==> src/rtl/writeback_unit.sv <==
// CPU32 write-back stage: merges execute and load results into the single
// register file write port, with a load buffer, WAW kill and forwarding.
module writeback_unit #(
    parameter int DEPTH = 4
) (
    input  logic        clk_cpu,
    input  logic        reset,
    input  logic        ex_valid,
    input  logic [4:0]  ex_adrs,
    input  logic [31:0] ex_data,
    input  logic        ld_valid,
    output logic        ld_ready,
    input  logic [4:0]  ld_adrs,
    input  logic [31:0] ld_data,
    output logic        wr_en,
    output logic [4:0]  wr_adrs,
    output logic [31:0] wr_data,
    output logic        busy,
    input  logic [4:0]  lookup_adrs_a,
    input  logic [4:0]  lookup_adrs_b,
    input  logic [4:0]  lookup_adrs_c,
    output logic        fwd_hit_a,
    output logic        fwd_hit_b,
    output logic        fwd_hit_c,
    output logic [31:0] fwd_data_a,
    output logic [31:0] fwd_data_b,
    output logic [31:0] fwd_data_c
);

    localparam int AW = $clog2(DEPTH);
    localparam logic [AW:0] CNT_FULL = (AW+1)'(DEPTH);

    logic [DEPTH-1:0] live_q, live_d;
    logic [4:0]       adrs_q [DEPTH];
    logic [31:0]      data_q [DEPTH];
    logic [AW-1:0]    wptr_q, wptr_d;
    logic [AW-1:0]    rptr_q, rptr_d;
    logic [AW:0]      count_q, count_d;
    logic             wr_en_q, wr_en_d;
    logic [4:0]       wr_adrs_q, wr_adrs_d;
    logic [31:0]      wr_data_q, wr_data_d;

    logic ex_take;
    logic ld_acc;
    logic ld_enq;
    logic pop;

    logic [4:0]  lk   [3];
    logic        hit  [3];
    logic [31:0] fdat [3];

    assign ld_ready = (count_q != CNT_FULL);
    assign ex_take  = ex_valid && (ex_adrs != 5'd0);
    assign ld_acc   = ld_valid && ld_ready;
    assign ld_enq   = ld_acc && (ld_adrs != 5'd0);
    assign pop      = !ex_take && (count_q != '0);

    assign busy    = wr_en_q || (count_q != '0);
    assign wr_en   = wr_en_q;
    assign wr_adrs = wr_adrs_q;
    assign wr_data = wr_data_q;

    // Next state: WAW kill, FIFO pointers/occupancy and output register select
    always_comb begin
        live_d    = live_q;
        wptr_d    = wptr_q;
        rptr_d    = rptr_q;
        count_d   = count_q;
        wr_en_d   = 1'b0;
        wr_adrs_d = wr_adrs_q;
        wr_data_d = wr_data_q;
        for (int i = 0; i < DEPTH; i++) begin
            if (ex_take && adrs_q[i] == ex_adrs) begin
                live_d[i] = 1'b0;
            end
        end
        if (pop) begin
            live_d[rptr_q] = 1'b0;
            rptr_d         = rptr_q + AW'(1);
        end
        if (ld_enq) begin
            live_d[wptr_q] = !(ex_take && ld_adrs == ex_adrs);
            wptr_d         = wptr_q + AW'(1);
        end
        if (ld_enq && !pop) begin
            count_d = count_q + (AW+1)'(1);
        end else if (!ld_enq && pop) begin
            count_d = count_q - (AW+1)'(1);
        end
        if (ex_take) begin
            wr_en_d   = 1'b1;
            wr_adrs_d = ex_adrs;
            wr_data_d = ex_data;
        end else if (pop) begin
            wr_en_d   = live_q[rptr_q];
            wr_adrs_d = adrs_q[rptr_q];
            wr_data_d = data_q[rptr_q];
        end
    end

    // Control state and output register
    always_ff @(posedge clk_cpu or posedge reset) begin
        if (reset) begin
            live_q    <= '0;
            wptr_q    <= '0;
            rptr_q    <= '0;
            count_q   <= '0;
            wr_en_q   <= 1'b0;
            wr_adrs_q <= 5'd0;
            wr_data_q <= 32'd0;
        end else begin
            live_q    <= live_d;
            wptr_q    <= wptr_d;
            rptr_q    <= rptr_d;
            count_q   <= count_d;
            wr_en_q   <= wr_en_d;
            wr_adrs_q <= wr_adrs_d;
            wr_data_q <= wr_data_d;
        end
    end

    // Load buffer payload; validity is tracked by live_q/count_q
    always_ff @(posedge clk_cpu) begin
        if (ld_enq) begin
            adrs_q[wptr_q] <= ld_adrs;
            data_q[wptr_q] <= ld_data;
        end
    end

    // Forwarding: output register first, then buffer oldest-to-youngest
    always_comb begin
        logic [AW-1:0] idx;
        idx   = '0;
        lk[0] = lookup_adrs_a;
        lk[1] = lookup_adrs_b;
        lk[2] = lookup_adrs_c;
        for (int p = 0; p < 3; p++) begin
            hit[p]  = 1'b0;
            fdat[p] = 32'd0;
            if (lk[p] != 5'd0) begin
                if (wr_en_q && wr_adrs_q == lk[p]) begin
                    hit[p]  = 1'b1;
                    fdat[p] = wr_data_q;
                end
                for (int k = 0; k < DEPTH; k++) begin
                    idx = rptr_q + AW'(k);
                    if (live_q[idx] && adrs_q[idx] == lk[p]) begin
                        hit[p]  = 1'b1;
                        fdat[p] = data_q[idx];
                    end
                end
            end
        end
    end

    assign fwd_hit_a  = hit[0];
    assign fwd_hit_b  = hit[1];
    assign fwd_hit_c  = hit[2];
    assign fwd_data_a = fdat[0];
    assign fwd_data_b = fdat[1];
    assign fwd_data_c = fdat[2];

endmodule

==> config.mk <==
export PLATFORM = sky130hd
export DESIGN_NAME = writeback_unit
export DESIGN_NICKNAME = d
export VERILOG_FILES = /design/src/rtl/writeback_unit.sv
export SDC_FILE = /design/constraint.sdc
export NUM_CORES = 1
export LEC_CHECK = 0
export BUFFER_PORTS_ARGS = -buffer_cell sky130_fd_sc_hd__buf_4
export CORE_ASPECT_RATIO = 1.5
export CORE_UTILIZATION = 43
export DETAILED_ROUTE_END_ITERATION = 10
export HOLD_SLACK_MARGIN = 0.08
export PLACE_DENSITY = 0.74
export REMOVE_ABC_BUFFERS = 1
export SETUP_SLACK_MARGIN = 0.5
export SLEW_MARGIN = 10
export SYNTH_ARGS = -nofsm -noshare
export SYNTH_HDL_FRONTEND = slang
export SYNTH_SLANG_ARGS = --single-unit
==> constraint.sdc <==
create_clock -name clk_cpu -period 4.77 [get_ports clk_cpu]
set_input_delay 0.477 -clock clk_cpu [delete_from_list [all_inputs] [get_ports clk_cpu]]
set_output_delay 0.477 -clock clk_cpu [all_outputs]
set_load 0.1 [all_outputs]
# Yosys cells after proc, flatten, opt, wreduce, memory -nomap -nowiden
# Memories as Yosys holds them, arrays and structs flattened.
# Cells that the tools add are included.
[totals]
ff_bits = 49
elab_cells = 151
mem_bits_rw = 148
memories = 2
output_inout_bits = 139
[classes]
add_sub_neg = 6
bitwise = 2
n_reduce_logical = 41
n_mux = 65
n_eq_ne = 21
n_lt_le_gt_ge = 7
[memory_table]
columns = ["name", "words", "width", "read_ports", "rd_ports_with_merged_regs", "wr", "line", "text"]
rows = [
  ["data_q", 4, 32, 4, 0, 1, "35", "logic [31:0] data_q [DEPTH];"],
  ["adrs_q", 4, 5, 8, 0, 1, "34", "logic [4:0] adrs_q [DEPTH];"],
]
[ops]
columns = ["op", "count"]
rows = [
  ["$mux W32", 20],
  ["$eq A5 B5 Y1", 20],
  ["$mux W1", 32],
  ["$logic_and A1 B1 Y1", 28],
  ["$reduce_bool A5 Y1", 5],
  ["$lt A2 B3 Y1 const B", 5],
  ["$mux W5", 2],
  ["$bmux W1 S2", 4],
  ["$mux W4", 2],
  ["$mux W3", 2],
  ["$add A2 B1 Y2 const B", 2],
  ["$add A2 B2 Y2 const B", 2],
  ["$and A4 B4 Y4", 1],
  ["$bwmux W4", 1],
  ["$demux W1 S2", 2],
  ["$ge A2 B1 Y1 const B", 2],
  ["$logic_not A1 Y1", 4],
  ["$not A4 Y4", 1],
  ["$reduce_bool A2 Y1", 2],
  ["$add A3 B1 Y3 const B", 1],
  ["$ne A3 B3 Y1 const B", 1],
  ["$reduce_bool A3 Y1", 1],
  ["$sub A3 B1 Y3 const B", 1],
  ["$logic_or A1 B1 Y1", 1],
]

# Logic depth before layout (Yosys ltp)
[logic_depth]
depth_word = 9
depth_mapped = 17
mapped_depth_nobuf = 10

# Worst setup path before layout
# OpenSTA, ideal clock, no wires.
[synth_timing]
kind = "register to output"
start = "reg rptr_q[1]"
end = "out fwd_data_c[27]"
stages_incl_launch_ff = 18
n_path_buf = 9
setup_slack_ps = -1591
arrival_ps = 5884
cell_sequence = "dfrtp_1 clkbuf_1 buf_2 buf_4 buf_2 buf_2 inv_1 ha_1 buf_2 buf_6 mux4_2 xor2_1 nor3_2 and3_1 buf_2 buf_2 a221oi_1 o31ai_1"
[synth_via]
elab_chain_len = 8
elab_cells_between_ends = 26
cone_classes = "3 x add/sub; 4 x eq/ne; 13 x mux; 4 x reduce/logical; 2 x memory"
[synth_rtl]
columns = ["item", "line", "text"]
rows = [
  ["start: declaration", "37", "logic [AW-1:0] rptr_q, rptr_d;"],
  ["start signal: assignment", "114", "rptr_q <= rptr_d;"],
  ["$add A2 B1 Y2, or another cell as far along", "146", "idx = rptr_q + AW'(k);"],
  ["$mem_v2 Z4 W5, or another cell as far along", "-", ""],
  ["$eq A5 B5 Y1, or another cell as far along", "147", "if (live_q[idx] && adrs_q[idx] == lk[p]) begin"],
  ["$logic_and A1 B1 Y1 or $mux W32 (tied branches)", "147", ""],
  ["$mux W32 (2 in series)", "147", ""],
  ["$mux W32 (*)", "147", ""],
  ["$mux W32 (*)", "140", "if (lk[p] != 5'd0) begin"],
  ["end: declaration", "27", "output logic [31:0] fwd_data_c"],
]
# Mark *: on every way between the ends. The rest lies on a longest branch, timed or not. The select of a mux whose other input is x is not followed.

# Final worst setup path
[layout_timing]
start = "reg rptr_q[0]"
end = "out fwd_data_b[0]"
[layout_via]
elab_chain_len = 8
elab_cells_between_ends = 26
cone_classes = "3 x add/sub; 4 x eq/ne; 13 x mux; 4 x reduce/logical; 2 x memory"
[layout_rtl]
columns = ["item", "line", "text"]
rows = [
  ["$add A2 B1 Y2, or another cell as far along", "146", ""],
  ["$mem_v2 Z4 W5, or another cell as far along", "-", ""],
  ["$eq A5 B5 Y1, or another cell as far along", "147", ""],
  ["$logic_and A1 B1 Y1 or $mux W32 (tied branches)", "147", ""],
  ["$mux W32 (2 in series)", "147", ""],
  ["$mux W32 (*)", "147", ""],
  ["$mux W32 (*)", "140", ""],
  ["end: declaration", "26", "output logic [31:0] fwd_data_b,"],
]
# Marked as above.

==> impl_metrics.ini <==
[global_routing]
grt_start_max_net_pins = 71
grt_pass1_vias = 14300
overflow = 0
grt_pass1_wl_mm = 87.6
antenna_found_initial = 1
grt_usage_pct = 32.0

[floorplan]
start_util_pct = 43.9
io_pins = 232
die_area_sq_mm = 0.0376
row_count = 85
die-height_microns = 237
core_area_sq_mm = 0.0361
die_w_microns = 159

[synth]
synth_enable_flop_cells = 148
synth_seq_area_share_pct = 35.9
synthesis.area_sq_mm = 0.0158
netlist-cell-type-count = 61
yosysWarnings = 0
ys_ff_latch = 197
synthFlopType = edfxtp_1
synth-async-reset-ratio_pct = 24.9
synthCells = 1314
syn-mean-instance-area_sq_um = 12.0

[worst_setup_path]
start_kind = flip-flop
crit_path_end_kind = output port
path_class = flip-flop to output port
cp_max_fo = 7
cp.required_ns = 4.29
r2r_slack_ns = 1.81
critPathArrivalTime_ns = 3.85
rr_worst_depth = 6
rr_startpoint = count_q[0]
reg2reg_to = data_q[2][10]

[placement]
placed_cell_area_sq_mm = 0.0178
hpwlAfterDp_mm = 37.9
gp_congestion = 0.986
port-buffer-count = 231

[clock_tree]
ctsHoldBuffers = 0
ctsHtreeMaxLevel = 4
cts_tree = built
numCtsBuffers = 17
cts_buffer_depth = 2
clkTransAtPathRegs_ns = 0.08
cts-root-buf = clkbuf_16
worstSkewPairLatency_ns = 0.48
cts_num_sinks = 197

[sta]
clock_skew_ns = 0.0172
finalSetupViolCount = 0
period_minus_slack_ns = 4.33
finalCritPeriodShare_pct = 90.8
fmax_mhz = 231
rsz0062_at_grt = true
worstMarginPinSlew_ns = 1.10
slew_headroom_pct = 26.6
hold_viol_final = 0
whs_ns = 0.201
drv_slew = 0

[routing]
drtIter0Drc = 1904
avgViaCountPerCell = 7.27
drc = 0
via_count = 14500
routed_wl_mm = 59.2
postRouteAntennaNets = 0
dr.pass1.iters = 7
wl_per_cell_microns = 29.7

[pwr]
clkPwrFrac_pct = 9.6
swShare_pct = 56.6
internal_power_mw = 6.94
p_leak_nw = 6.75
switchingPower_mw = 9.07
pwr-share-comb_pct = 73.1
powerDensity_mw_per_mm2 = 813
irDropWorstVdd_v = 0.000671
seqPwrFrac_pct = 17.3

[cells_and_area]
layout-drive-gt1-share_pct = 43.0
fill_cells = 2922
fin_nets = 1605
syn_to_final_growth_pct = 24.5
final_cell_area_sq_mm = 0.0197

[worst_hold_path]
holdPathEnd = data_q[3][2]
hold_depth = 1
hold_start = ld_data[2]
hold_class = input pin to flip-flop

[flow_run]
cap_violations = 0

[status]
status = finished clean
-- routing by layer --
| layer | up-vias | GRT usage (%) | share of wire, % |
|---|---|---|---|
| met5 | - | 0 | 0 |
| met4 | 0 | 21.5 | 7.5 |
| met3 | 357 | 8.36 | 12 |
| met2 | 1292 | 50.7 | 48 |
| met1 | 7062 | 37.9 | 32 |
| li1 | 5791 | - | - |
-- state kept, by name, indices dropped and copies added (netlist names) --
| register | cells |
|---|---|
| live_q | 4 |
| wr_adrs | 5 |
| wr_en | 1 |
| wptr_q | 2 |
| rptr_q | 2 |
| count_q | 3 |
| wr_data | 32 |
| data_q | 128 |
| adrs_q | 20 |
-- what timing repair did --
| action | in CTS | in global routing |
|---|---|---|
| cloned | 4 | 1 |
| buffers inserted | 21 | 12 |
| endpoints found under the hold margin | 0 | 0 |
| setup endpoints to repair | 99 | 91 |
| gates resized for setup | 101 | 84 |
| pin swaps | 28 | 19 |
-- area by class of cell --
cell class	instances	area, sq um	share of cell area, %
Antenna cell	1	2.50	0.0127
Clock buffer	18	439	2.23
Clock inverter	14	176	0.896
Inverter	8	33.8	0.172
Multi-Input combinational cell	969	9960	50.6
Sequential cell	197	5680	28.8
Tap cell	478	598	3.04
Timing Repair Buffer	309	2810	14.3
-- cell usage after synthesis, types with 25 or more instances --
library cell,number,area (sq um)
buf_2,54,270
nor2_1,86,323
xor2_1,37,324
nor3_1,34,170
o21a_1,25,188
mux2i_1,42,420
a32oi_1,70,613
a221oi_1,70,613
clkbuf_1,62,233
xnor2_1,62,543
o31ai_1,70,526
nand3_1,42,210
mux4_2,146,3290
nand2_1,85,319
dfrtp_1,49,1230
o21ai_0,45,225
edfxtp_1,148,4440
-- how the worst max path moves through the flow --
| stage | slack, ns | cells after the start | from | end |
|---|---|---|---|---|
| after floorplan | -8.18 | 8 | rptr_q[0] | fwd_data_c[30] |
| after global placement | 0.55 | 10 | rptr_q[1] | fwd_data_b[25] |
| after detailed placement | 0.38 | 10 | rptr_q[1] | fwd_data_b[25] |
| after CTS | 0.54 | 10 | rptr_q[0] | fwd_data_c[15] |
| after global routing | 0.39 | 11 | rptr_q[0] | fwd_data_b[0] |
| final | 0.44 | 11 | rptr_q[0] | fwd_data_b[0] |
-- cells by family after synthesis --
| logic type | after synthesis | synth area share, % |
|---|---|---|
| adders and majority gates | 10 | 0.839 |
| muxes | 194 | 24.4 |
| DFF | 197 | 35.9 |
| buffers and inverters | 151 | 4.97 |
| AOI/OAI and AO/OA | 349 | 18.3 |
| xor gates and xnor gates | 105 | 6.17 |
| and+or+nand+nor | 308 | 9.47 |
-- placed cells by master, fill, tap and decap left out, types with 17 or more instances in the layout --
master	netlist	routed
xnor2_1	62	61
mux4_2	146	151
nor3_1	34	27
buf_4	5	231
clkbuf_16	0	18
xor2_1	37	37
a221oi_1	70	70
mux2i_1	42	42
o21a_1	25	24
dfrtp_1	49	47
a32oi_2	0	17
a32oi_1	70	53
o31ai_1	70	28
nand2_1	85	83
buf_6	10	45
nand3_1	42	40
o31ai_2	0	40
nor2_1	86	80
o21ai_0	45	45
edfxtp_1	148	148
a211oi_2	21	25
-- power by group through the flow --
stage	Combinational [mW]	Clock [mW]	Sequential, mW
CTS	11.2	1.55	2.76
finish	11.7	1.53	2.78
global placement	10.5	0	2.76
global route	12.1	1.62	2.82
detailed placement	10.7	0	2.81
floorplan	7.31	0	3.86
-- critical path, cell delays in order, from the launching register on --
cell and delay, ns:
dfrtp_4 0.45, clkinvlp_4 0.13, ha_4 0.37, buf_4 0.14, mux4_2 0.54, xor2_1 0.31, nand2b_1 0.23, nor2_4 0.07
buf_4 0.16, a221oi_1 0.58, o31ai_4 0.13, buf_4 0.26
-- stage by stage --
stage / TNS [ns] / util (%) / worst slack (ns) / power (mW) / instances
finish: 0 / 54.6 / 0.441 / 16.0 / 1994
global route: 0 / 54.6 / 0.393 / 16.6 / 1993
CTS: 0 / 53.1 / 0.544 / 15.5 / 1980
detailed placement: 0 / 49.4 / 0.377 / 13.5 / 1923
global placement: 0 / 49.4 / 0.553 / 13.3 / 1923
floorplan: -836.46 / - / -8.18 / 11.2 / 1171
Note: power is estimated with default switching activity, not from simulation.
